===== src/rtl/axi4_stream_pkg.sv =====
// Shared definitions for the AXI4-Stream register slices.
package axi4_stream_pkg;

  // Occupancy of one skid stage: nothing, one beat in main, or main plus skid.
  typedef enum logic [1:0] {
    EMPTY = 2'd0,
    BUSY  = 2'd1,
    FULL  = 2'd2
  } skid_state_t;

endpackage


===== src/rtl/axi4_stream_if.sv =====
// AXI4-Stream bundle. Clock and reset travel with the interface so that a slice
// can be dropped into a stream without extra wiring.
interface axi4_stream_if #(
  parameter int unsigned DN = 1,
  parameter type         DT = logic [8-1:0]
) (
  input logic ACLK,
  input logic ARESETn
);

  logic           TVALID;
  logic           TREADY;
  DT [DN-1:0]     TDATA;
  logic [DN-1:0]  TKEEP;
  logic           TLAST;

  // Drain side: consumes beats (payload and TVALID in, TREADY out).
  modport d (
    input  ACLK, ARESETn,
    input  TVALID, TDATA, TKEEP, TLAST,
    output TREADY
  );

  // Source side: produces beats (payload and TVALID out, TREADY in).
  modport s (
    input  ACLK, ARESETn,
    output TVALID, TDATA, TKEEP, TLAST,
    input  TREADY
  );

endinterface


===== src/rtl/axi4_stream_skid_stg.sv =====
// One skid stage: a main register driving sto and a skid register that catches
// the beat accepted in the cycle the consumer stalls. TVALID and TREADY are both
// flops, so sto.TREADY never reaches sti.TREADY combinationally.
module axi4_stream_skid_stg
  import axi4_stream_pkg::*;
#(
  parameter int unsigned DN = 1,
  parameter type         DT = logic [8-1:0]
) (
  axi4_stream_if.d sti,
  axi4_stream_if.s sto
);

  skid_state_t    r_state;
  skid_state_t    w_state_nxt;

  logic           w_ixf;
  logic           w_oxf;
  logic           w_load_main_in;
  logic           w_load_main_skid;
  logic           w_load_skid;

  logic           r_out_valid;
  logic           r_in_ready;

  DT [DN-1:0]     r_main_data;
  logic [DN-1:0]  r_main_keep;
  logic           r_main_last;
  DT [DN-1:0]     r_skid_data;
  logic [DN-1:0]  r_skid_keep;
  logic           r_skid_last;

  // Handshakes are built from our own registered flags, never from the far side.
  assign w_ixf = sti.TVALID & r_in_ready;
  assign w_oxf = r_out_valid & sto.TREADY;

  // Next-state decode and register load enables.
  always_comb begin
    // NOTE: every output gets a default first so no path leaves it unassigned,
    // which would otherwise infer a latch.
    w_state_nxt      = r_state;
    w_load_main_in   = 1'b0;
    w_load_main_skid = 1'b0;
    w_load_skid      = 1'b0;
    unique case (r_state)
      EMPTY: begin
        if (w_ixf) begin
          w_state_nxt    = BUSY;
          w_load_main_in = 1'b1;
        end
      end
      BUSY: begin
        if (w_ixf && !w_oxf) begin
          w_state_nxt = FULL;
          w_load_skid = 1'b1;
        end else if (!w_ixf && w_oxf) begin
          w_state_nxt = EMPTY;
        end else if (w_ixf && w_oxf) begin
          // Consumer takes main while the producer refills it: no bubble.
          w_load_main_in = 1'b1;
        end
      end
      FULL: begin
        // TREADY is low here, so only the output side can move.
        if (w_oxf) begin
          w_state_nxt      = BUSY;
          w_load_main_skid = 1'b1;
        end
      end
      default: begin
        w_state_nxt = EMPTY;
      end
    endcase
  end

  // State and registered handshake flags; flags are decoded from the next state
  // so they line up with r_state on every cycle.
  always_ff @(posedge sti.ACLK) begin
    // NOTE: sequential state uses non-blocking assignment so every flop samples
    // pre-edge values regardless of block evaluation order.
    if (!sti.ARESETn) begin
      r_state     <= EMPTY;
      r_out_valid <= 1'b0;
      r_in_ready  <= 1'b0;
    end else begin
      r_state     <= w_state_nxt;
      r_out_valid <= (w_state_nxt != EMPTY);
      r_in_ready  <= (w_state_nxt != FULL);
    end
  end

  // Main register: visible on sto, so it is cleared by reset.
  always_ff @(posedge sti.ACLK) begin
    if (!sti.ARESETn) begin
      r_main_data <= '0;
      r_main_keep <= '0;
      r_main_last <= 1'b0;
    end else if (w_load_main_in) begin
      r_main_data <= sti.TDATA;
      r_main_keep <= sti.TKEEP;
      r_main_last <= sti.TLAST;
    end else if (w_load_main_skid) begin
      r_main_data <= r_skid_data;
      r_main_keep <= r_skid_keep;
      r_main_last <= r_skid_last;
    end
  end

  // Skid register: captures the beat arriving while the consumer stalls.
  always_ff @(posedge sti.ACLK) begin
    // NOTE: no reset here; skid is only read in FULL, which it always enters
    // after being written, so clearing it would buy nothing.
    if (w_load_skid) begin
      r_skid_data <= sti.TDATA;
      r_skid_keep <= sti.TKEEP;
      r_skid_last <= sti.TLAST;
    end
  end

  assign sti.TREADY = r_in_ready;
  assign sto.TVALID = r_out_valid;
  assign sto.TDATA  = r_main_data;
  assign sto.TKEEP  = r_main_keep;
  assign sto.TLAST  = r_main_last;

endmodule


===== src/rtl/axi4_stream_skid.sv =====
// Backward-path register slice: LN cascaded skid stages. Payload, TVALID and
// TREADY are all registered in every stage; latency is LN cycles and throughput
// stays at one beat per cycle.
module axi4_stream_skid
  import axi4_stream_pkg::*;
#(
  parameter int unsigned LN = 1,
  parameter int unsigned DN = 1,
  parameter type         DT = logic [8-1:0]
) (
  axi4_stream_if.d sti,
  axi4_stream_if.s sto
);

  // Internal links: str[0] mirrors sti, str[LN] mirrors sto.
  axi4_stream_if #(.DN(DN), .DT(DT)) str [LN:0] (
    .ACLK    (sti.ACLK),
    .ARESETn (sti.ARESETn)
  );

  assign str[0].TVALID  = sti.TVALID;
  assign str[0].TDATA   = sti.TDATA;
  assign str[0].TKEEP   = sti.TKEEP;
  assign str[0].TLAST   = sti.TLAST;
  assign sti.TREADY     = str[0].TREADY;

  assign sto.TVALID     = str[LN].TVALID;
  assign sto.TDATA      = str[LN].TDATA;
  assign sto.TKEEP      = str[LN].TKEEP;
  assign sto.TLAST      = str[LN].TLAST;
  assign str[LN].TREADY = sto.TREADY;

  for (genvar l = 0; l < LN; l++) begin : g_stg
    axi4_stream_skid_stg #(.DN(DN), .DT(DT)) u_stg (
      .sti (str[l]),
      .sto (str[l+1])
    );
  end

endmodule

===== src/flat_wrapper.sv =====
// flat-port wrapper written by rule: the top's interface ports become plain ports
module axi4_stream_skid_flat import axi4_stream_pkg::*;
#(
  parameter int unsigned LN = 1,
  parameter int unsigned DN = 1,
  parameter type         DT = logic [8-1:0]
)
  (ACLK, ARESETn, sti_TVALID, sti_TDATA, sti_TKEEP, sti_TLAST, sti_TREADY, sto_TVALID, sto_TDATA, sto_TKEEP, sto_TLAST, sto_TREADY);
  axi4_stream_if #(.DN(DN), .DT(DT)) sti_i (.ACLK(ACLK), .ARESETn(ARESETn));
  axi4_stream_if #(.DN(DN), .DT(DT)) sto_i (.ACLK(ACLK), .ARESETn(ARESETn));
  input wire logic ACLK;
  input wire logic ARESETn;
  input wire logic [$bits(sti_i.TVALID)-1:0] sti_TVALID;
  input wire logic [$bits(sti_i.TDATA)-1:0] sti_TDATA;
  input wire logic [$bits(sti_i.TKEEP)-1:0] sti_TKEEP;
  input wire logic [$bits(sti_i.TLAST)-1:0] sti_TLAST;
  output wire logic [$bits(sti_i.TREADY)-1:0] sti_TREADY;
  output wire logic [$bits(sto_i.TVALID)-1:0] sto_TVALID;
  output wire logic [$bits(sto_i.TDATA)-1:0] sto_TDATA;
  output wire logic [$bits(sto_i.TKEEP)-1:0] sto_TKEEP;
  output wire logic [$bits(sto_i.TLAST)-1:0] sto_TLAST;
  input wire logic [$bits(sto_i.TREADY)-1:0] sto_TREADY;
  assign sti_i.TVALID = sti_TVALID;
  assign sti_i.TDATA = sti_TDATA;
  assign sti_i.TKEEP = sti_TKEEP;
  assign sti_i.TLAST = sti_TLAST;
  assign sti_TREADY = sti_i.TREADY;
  assign sto_TVALID = sto_i.TVALID;
  assign sto_TDATA = sto_i.TDATA;
  assign sto_TKEEP = sto_i.TKEEP;
  assign sto_TLAST = sto_i.TLAST;
  assign sto_i.TREADY = sto_TREADY;
  axi4_stream_skid #(.LN(LN), .DN(DN), .DT(DT)) u_core (.sti(sti_i), .sto(sto_i));
endmodule

===== config.mk =====
export PLATFORM = sky130hd
export DESIGN_NAME = axi4_stream_skid_flat
export DESIGN_NICKNAME = d
export VERILOG_FILES = /design/src/rtl/axi4_stream_pkg.sv /design/src/rtl/axi4_stream_if.sv /design/src/rtl/axi4_stream_skid_stg.sv /design/src/rtl/axi4_stream_skid.sv /design/src/flat_wrapper.sv
export SDC_FILE = /design/constraint.sdc
export NUM_CORES = 1
export LEC_CHECK = 0
export CAP_MARGIN = 20
export CORE_UTILIZATION = 40
export CTS_CLUSTER_SIZE = 25
export DETAILED_ROUTE_END_ITERATION = 16
export GPL_TIMING_DRIVEN = 0
export PLACE_DENSITY = 0.79
export SLEW_MARGIN = 30
export SYNTH_ARGS = -nofsm -noshare
export SYNTH_HDL_FRONTEND = slang
export SYNTH_SLANG_ARGS = --single-unit

===== constraint.sdc =====
create_clock -name ACLK -period 1.6 [get_ports ACLK]
set_clock_uncertainty 0.1 [all_clocks]
set_input_delay 0.32 -clock ACLK [delete_from_list [all_inputs] [get_ports ACLK]]
set_output_delay 0.32 -clock ACLK [all_outputs]
set_load 0.005 [all_outputs]

Yosys cells after proc, flatten, opt, wreduce, memory -nomap -nowiden
Cells that the tools add are included.
{ "word_totals": {"reg_bits": 24} }
{ "classes": {"n_eq_ne": 3, "n_mux": 20, "n_bitwise": 2, "reduce_logical": 8} }
{ "op_table": {"columns": ["cell", "n"], "rows": [
  ["$mux W8", 2],
  ["$mux W1", 12],
  ["$mux W2", 4],
  ["$pmux W2 S3", 1],
  ["$reduce_bool A2 Y1", 2],
  ["$logic_and A1 B1 Y1", 3],
  ["$and A1 B1 Y1", 2],
  ["$eq A2 B1 Y1 const B", 1],
  ["$eq A2 B2 Y1 const B", 1],
  ["$logic_not A1 Y1", 2],
  ["$logic_not A2 Y1", 1],
  ["$ne A2 B2 Y1 const B", 1],
  ["$pmux W1 S2", 1]
]} }

Logic depth before layout (Yosys ltp)
{ "logic_depth": {"ltp_word": 7, "mapped_depth": 4} }

Worst setup path after synthesis
Ideal clock, no wire load.
{ "synth_path": {"path_type": "register -> register", "from": "register u_core.g_stg[0].u_stg.r_state[1]", "to": "register u_core.g_stg[0].u_stg.r_skid_data[0] (netlist name) (enable)", "setup_ns": 0.380, "t_arrival_ns": 1.063, "required_ns": 1.120, "setup_slack_ns": 0.057, "stages_incl_launch_ff": 3, "path_buffers": 0, "path_cell_list": "dfxtp_1 nand4b_1 a21oi_1"} }
{ "synth_via": {"elab_chain_len": 2} }
{ "synth_rtl": {"columns": ["item", "line", "source"], "rows": [
  ["from (decl)", "axi4_stream_skid_stg.sv:14", "skid_state_t r_state;"],
  ["from (signal assigned)", "axi4_stream_skid_stg.sv:86", "r_state <= w_state_nxt;"],
  ["$eq A2 B1 Y1", "axi4_stream_skid_stg.sv:45", "unique case (r_state)"],
  ["$mux W1", "axi4_stream_skid_stg.sv:45", null],
  ["via u_core.g_stg[0].u_stg.w_load_skid", "axi4_stream_skid_stg.sv:21", "logic w_load_skid;"],
  ["to (signal assigned)", "axi4_stream_skid_stg.sv:114", "r_skid_data <= sti.TDATA;"],
  ["to (decl)", "axi4_stream_skid_stg.sv:29", "DT [DN-1:0] r_skid_data;"]
]} }
The timed path passes the listed nets, and every way through them passes these cells.
A chain may end at the register's enable or synchronous reset.

Final worst setup path
{ "layout_path": {"from": "register u_core.g_stg[0].u_stg.r_main_data (netlist bit u_core.g_stg[0].u_stg.sto.TDATA[6])", "to": "output sto_TDATA[6]"} }
{ "layout_rtl": {"columns": ["item", "line", "source"], "rows": [
  ["from (decl)", "axi4_stream_skid_stg.sv:26", "DT [DN-1:0] r_main_data;"],
  ["from (signal assigned)", "axi4_stream_skid_stg.sv:99", "r_main_data <= sti.TDATA;"],
  ["from (signal assigned)", "axi4_stream_skid_stg.sv:103", "r_main_data <= r_skid_data;"],
  ["to (decl)", "flat_wrapper.sv:19", "output wire logic [$bits(sto_i.TDATA)-1:0] sto_TDATA;"]
]} }
No word-level cell between the ends.

==> impl_metrics.yaml <==
outcome:
  status: "completed"
cells_and_area:
  finish.instance_area_um2: 1366
  drive_above_1_share_pct: 21.67
  fillers: 206
  diodes: 0
  area_growth_pct: 42.75
  nets: 135
worst_setup_path:
  critPathMaxStageDelay_ps: 490
  path_class: "reg2out"
  critPathMaxFanout: 2
  cp.required_ps: 1180
  r2r_cells: 2
  worstPathCellList: "clkdlybuf4s50_1"
  arrival_ps: 1140
  cp-end-kind: "primary output"
  crit_slowest_cell: "clkdlybuf4s50_1"
  path_delay_family: "buffers and inverters"
  start_kind: "flop"
  critPathBufInv: 1
  cp_num_cells: 1
power_and_ir_drop:
  switching_share_pct: 21.91
  comb_power_share_pct: 14.7
  ir_worst_vdd_mv: 1.029
  p_seq_share_pct: 52.2
  p_leak_nw: 0.5886
  p_sw_mw: 0.2921
  p_clk_share_pct: 33.1
  power.density_nw_per_um2: 975.8
  internal_power_mw: 1.041
  finalPower_mw: 1.333
drt:
  vias_per_cell: 5.372
  drt-initial-drc-count: 14
  firstDrtPassIters: 4
  drc: 0
  ant_nets: 0
  wl_um: 2132
  via_count: 795
  avgRoutedWirePerCell_um: 14.41
global_route:
  grt_pass1_vias: 758
  grt_max_degree: 15
  grt_usage_pct: 18.09
  grt_pass1_wl_um: 3401
  antenna_found_initial: 0
  overflow: 0
clock_tree:
  cts_root_buf: "clkbuf_4"
  clk_pin_slew_ps: 140
  clock_sinks: 24
  clock_latency_ps: 320
  cts_made_buffers: 3
  hold_buffers: 0
  htreeDepth: 1
  cts_tree: "done"
  clock_path_buffers: 2
synthesis:
  synthXorXnorAreaFrac_pct: 0.9150
  async_reset_ff_share_pct: 0
  synth_top_family_by_area: "compound AO/OA/AOI/OAI gates"
  ys_types: 23
  synth_warnings: 0
  synth_edf_count: 10
  synth_cells: 87
  synth_top_area_share_pct: 31.37
  synth_compound_area_share_pct: 18.95
  synth_commonest_cells: "nand2_1, dfxtp_1, a31oi_1, edfxtp_1, o31ai_1"
  post-synth-top-area-cell: "edfxtp_1"
  syn-num-nets: 101
  synthAdderAreaFrac_pct: 0
  synthMuxAreaShare_pct: 0
  synthSimpleGateAreaFrac_pct: 15.82
  syn_area_um2: 957.2
  yosysMostFrequentCell: "nand2_1"
  yosys-top-cells-area: "edfxtp_1, dfxtp_1, nand2_1"
  ys.flop_type: "dfxtp_1"
  syn_avg_cell_area_um2: 11.00
  ys_seq_area_share_pct: 60.65
  ys_seq_elements: 24
floorplanning:
  die_w_um: 50.92
  start_util_pct: 42.86
  die_y_um: 50.92
  core-area_um2: 2233
  die-area_um2: 2592
  row_count: 17
  ios: 26
placement:
  hpwl_um: 1427
  numPortBuffers: 25
  place_ws_ps: -621.8
  placed_area_um2: 1242
  globalplace.congestion: 0.6980
sta:
  period_needed_ps: 1564
  period_share_pct: 97.73
  max_clock_freq_ghz: 0.6395
  fin_ws_ps: 36.38
  finalHoldViolations: 0
  slew_headroom_pct: 72.61
  finalSetupViolations: 0
  finalHoldWorstSlack_ps: 381.6
  drv_slew: 0
  tightestPinTransition_ps: 410.9
flow_run:
  drv_cap: 0
min_path:
  hold_path_depth: 2
  min_path_type: "reg2reg"
[power by group through the flow]
stage | Sequential (mW) | Clock, mW | Combinational [mW]
floorplan | 0.708 | 0 | 0.0779
global placement | 0.707 | 0 | 0.183
detailed placement | 0.709 | 0 | 0.189
CTS | 0.696 | 0.448 | 0.191
global route | 0.700 | 0.476 | 0.214
finish | 0.696 | 0.442 | 0.195
[layout by cell type, fill, tap and decap left out]
master,count
o21bai_1,1
and2_1,2
or2_1,1
nand2b_1,2
a22oi_1,1
dfxtp_1,2
clkbuf_1,1
and4b_1,1
a21oi_4,1
a21boi_2,1
dfxtp_2,11
bufinv_16,1
clkdlybuf4s50_1,14
o21ai_0,1
nand2_1,21
xnor2_1,1
nand3b_1,1
dlymetal6s2s_1,7
nand4b_1,2
buf_4,6
edfxtp_1,10
clkbuf_4,3
dfxtp_4,1
dlygate4sd2_1,4
a21boi_0,1
a31oi_1,10
nor2b_1,1
buf_2,1
buf_6,1
o31ai_1,10
[metrics by stage]
| stage | TNS, ps | instances | utilization [%] |
|---|---|---|---|
| after floorplan | 0 | 87 | - |
| after global placement | -7723 | 140 | 55.63 |
| after detailed placement | -8486 | 140 | 55.63 |
| after CTS | 0 | 145 | 58.88 |
| after global routing | -1.404 | 148 | 61.18 |
| final | 0 | 148 | 61.18 |
[worst paths after layout]
| kind | from | endpoint | slack (ps) |
|---|---|---|---|
| max | u_core.g_stg[0].u_stg.sto.TDATA[6] | sto_TDATA[6] | 40 |
| min | u_core.g_stg[0].u_stg.sto.TDATA[2] | u_core.g_stg[0].u_stg.sto.TDATA[2] | 380 |
| max reg2reg | u_core.g_stg[0].u_stg.r_state[1] | u_core.g_stg[0].u_stg.r_skid_data[4] | 170 |
| min reg2reg | u_core.g_stg[0].u_stg.sto.TDATA[2] | u_core.g_stg[0].u_stg.sto.TDATA[2] | 380 |
[metal layers]
| layer | part of all wire [%] | global-route usage (%) | vias up |
|---|---|---|---|
| met5 | 0 | 0 | - |
| met4 | 0.47 | 2.778 | 0 |
| met3 | 5.4 | 5.655 | 2 |
| met2 | 54 | 33.77 | 24 |
| met1 | 40 | 20.15 | 382 |
| li1 | - | - | 387 |
[state kept, by name, indices dropped and copies added (netlist names)]
name and count:
u_core.g_stg.u_stg.sti.TREADY 1, u_core.g_stg.u_stg.r_state 2, u_core.g_stg.u_stg.r_skid_keep 1, u_core.g_stg.u_stg.sto.TVALID 1
u_core.g_stg.u_stg.sto.TDATA 8, u_core.g_stg.u_stg.sto.TKEEP 1, u_core.g_stg.u_stg.sto.TLAST 1, u_core.g_stg.u_stg.r_skid_data 8
u_core.g_stg.u_stg.r_skid_last 1
[what timing repair did]
| action | CTS | global route |
|---|---|---|
| setup buffers | 1 | 3 |
| gates resized for setup | 15 | 11 |
| pin swaps | 0 | 1 |
| setup endpoints to repair | 19 | 24 |
| hold endpoints to repair | 0 | 0 |
[area by class of cell]
cell class              count  area (um^2)  share of cell area (%)
flip-flops and latches     24        598.1                   43.77
plain buffers               5        35.03                   2.564
clock buffers               3        22.52                   1.648
well taps                  28        35.03                   2.564
multi-input cells          58        352.8                   25.82
clock inverters             1        30.03                   2.198
repair buffers             29        292.8                   21.43
[tightest hold or removal path, cell delays in order (launching register included)]
cell and delay (ps):
dfxtp_2 340, nand2_1 50, a31oi_1 70
[kinds of logic (layout without fill, tap and decap cells)]
kind of cell | Yosys count | count (layout)
and+or+nand+nor | 31 | 31
xor gates and xnor gates | 1 | 1
buffers and inverters | 5 | 38
DFF | 24 | 24
AOI/OAI and AO/OA | 26 | 26
(Power assumes the default switching activity.)
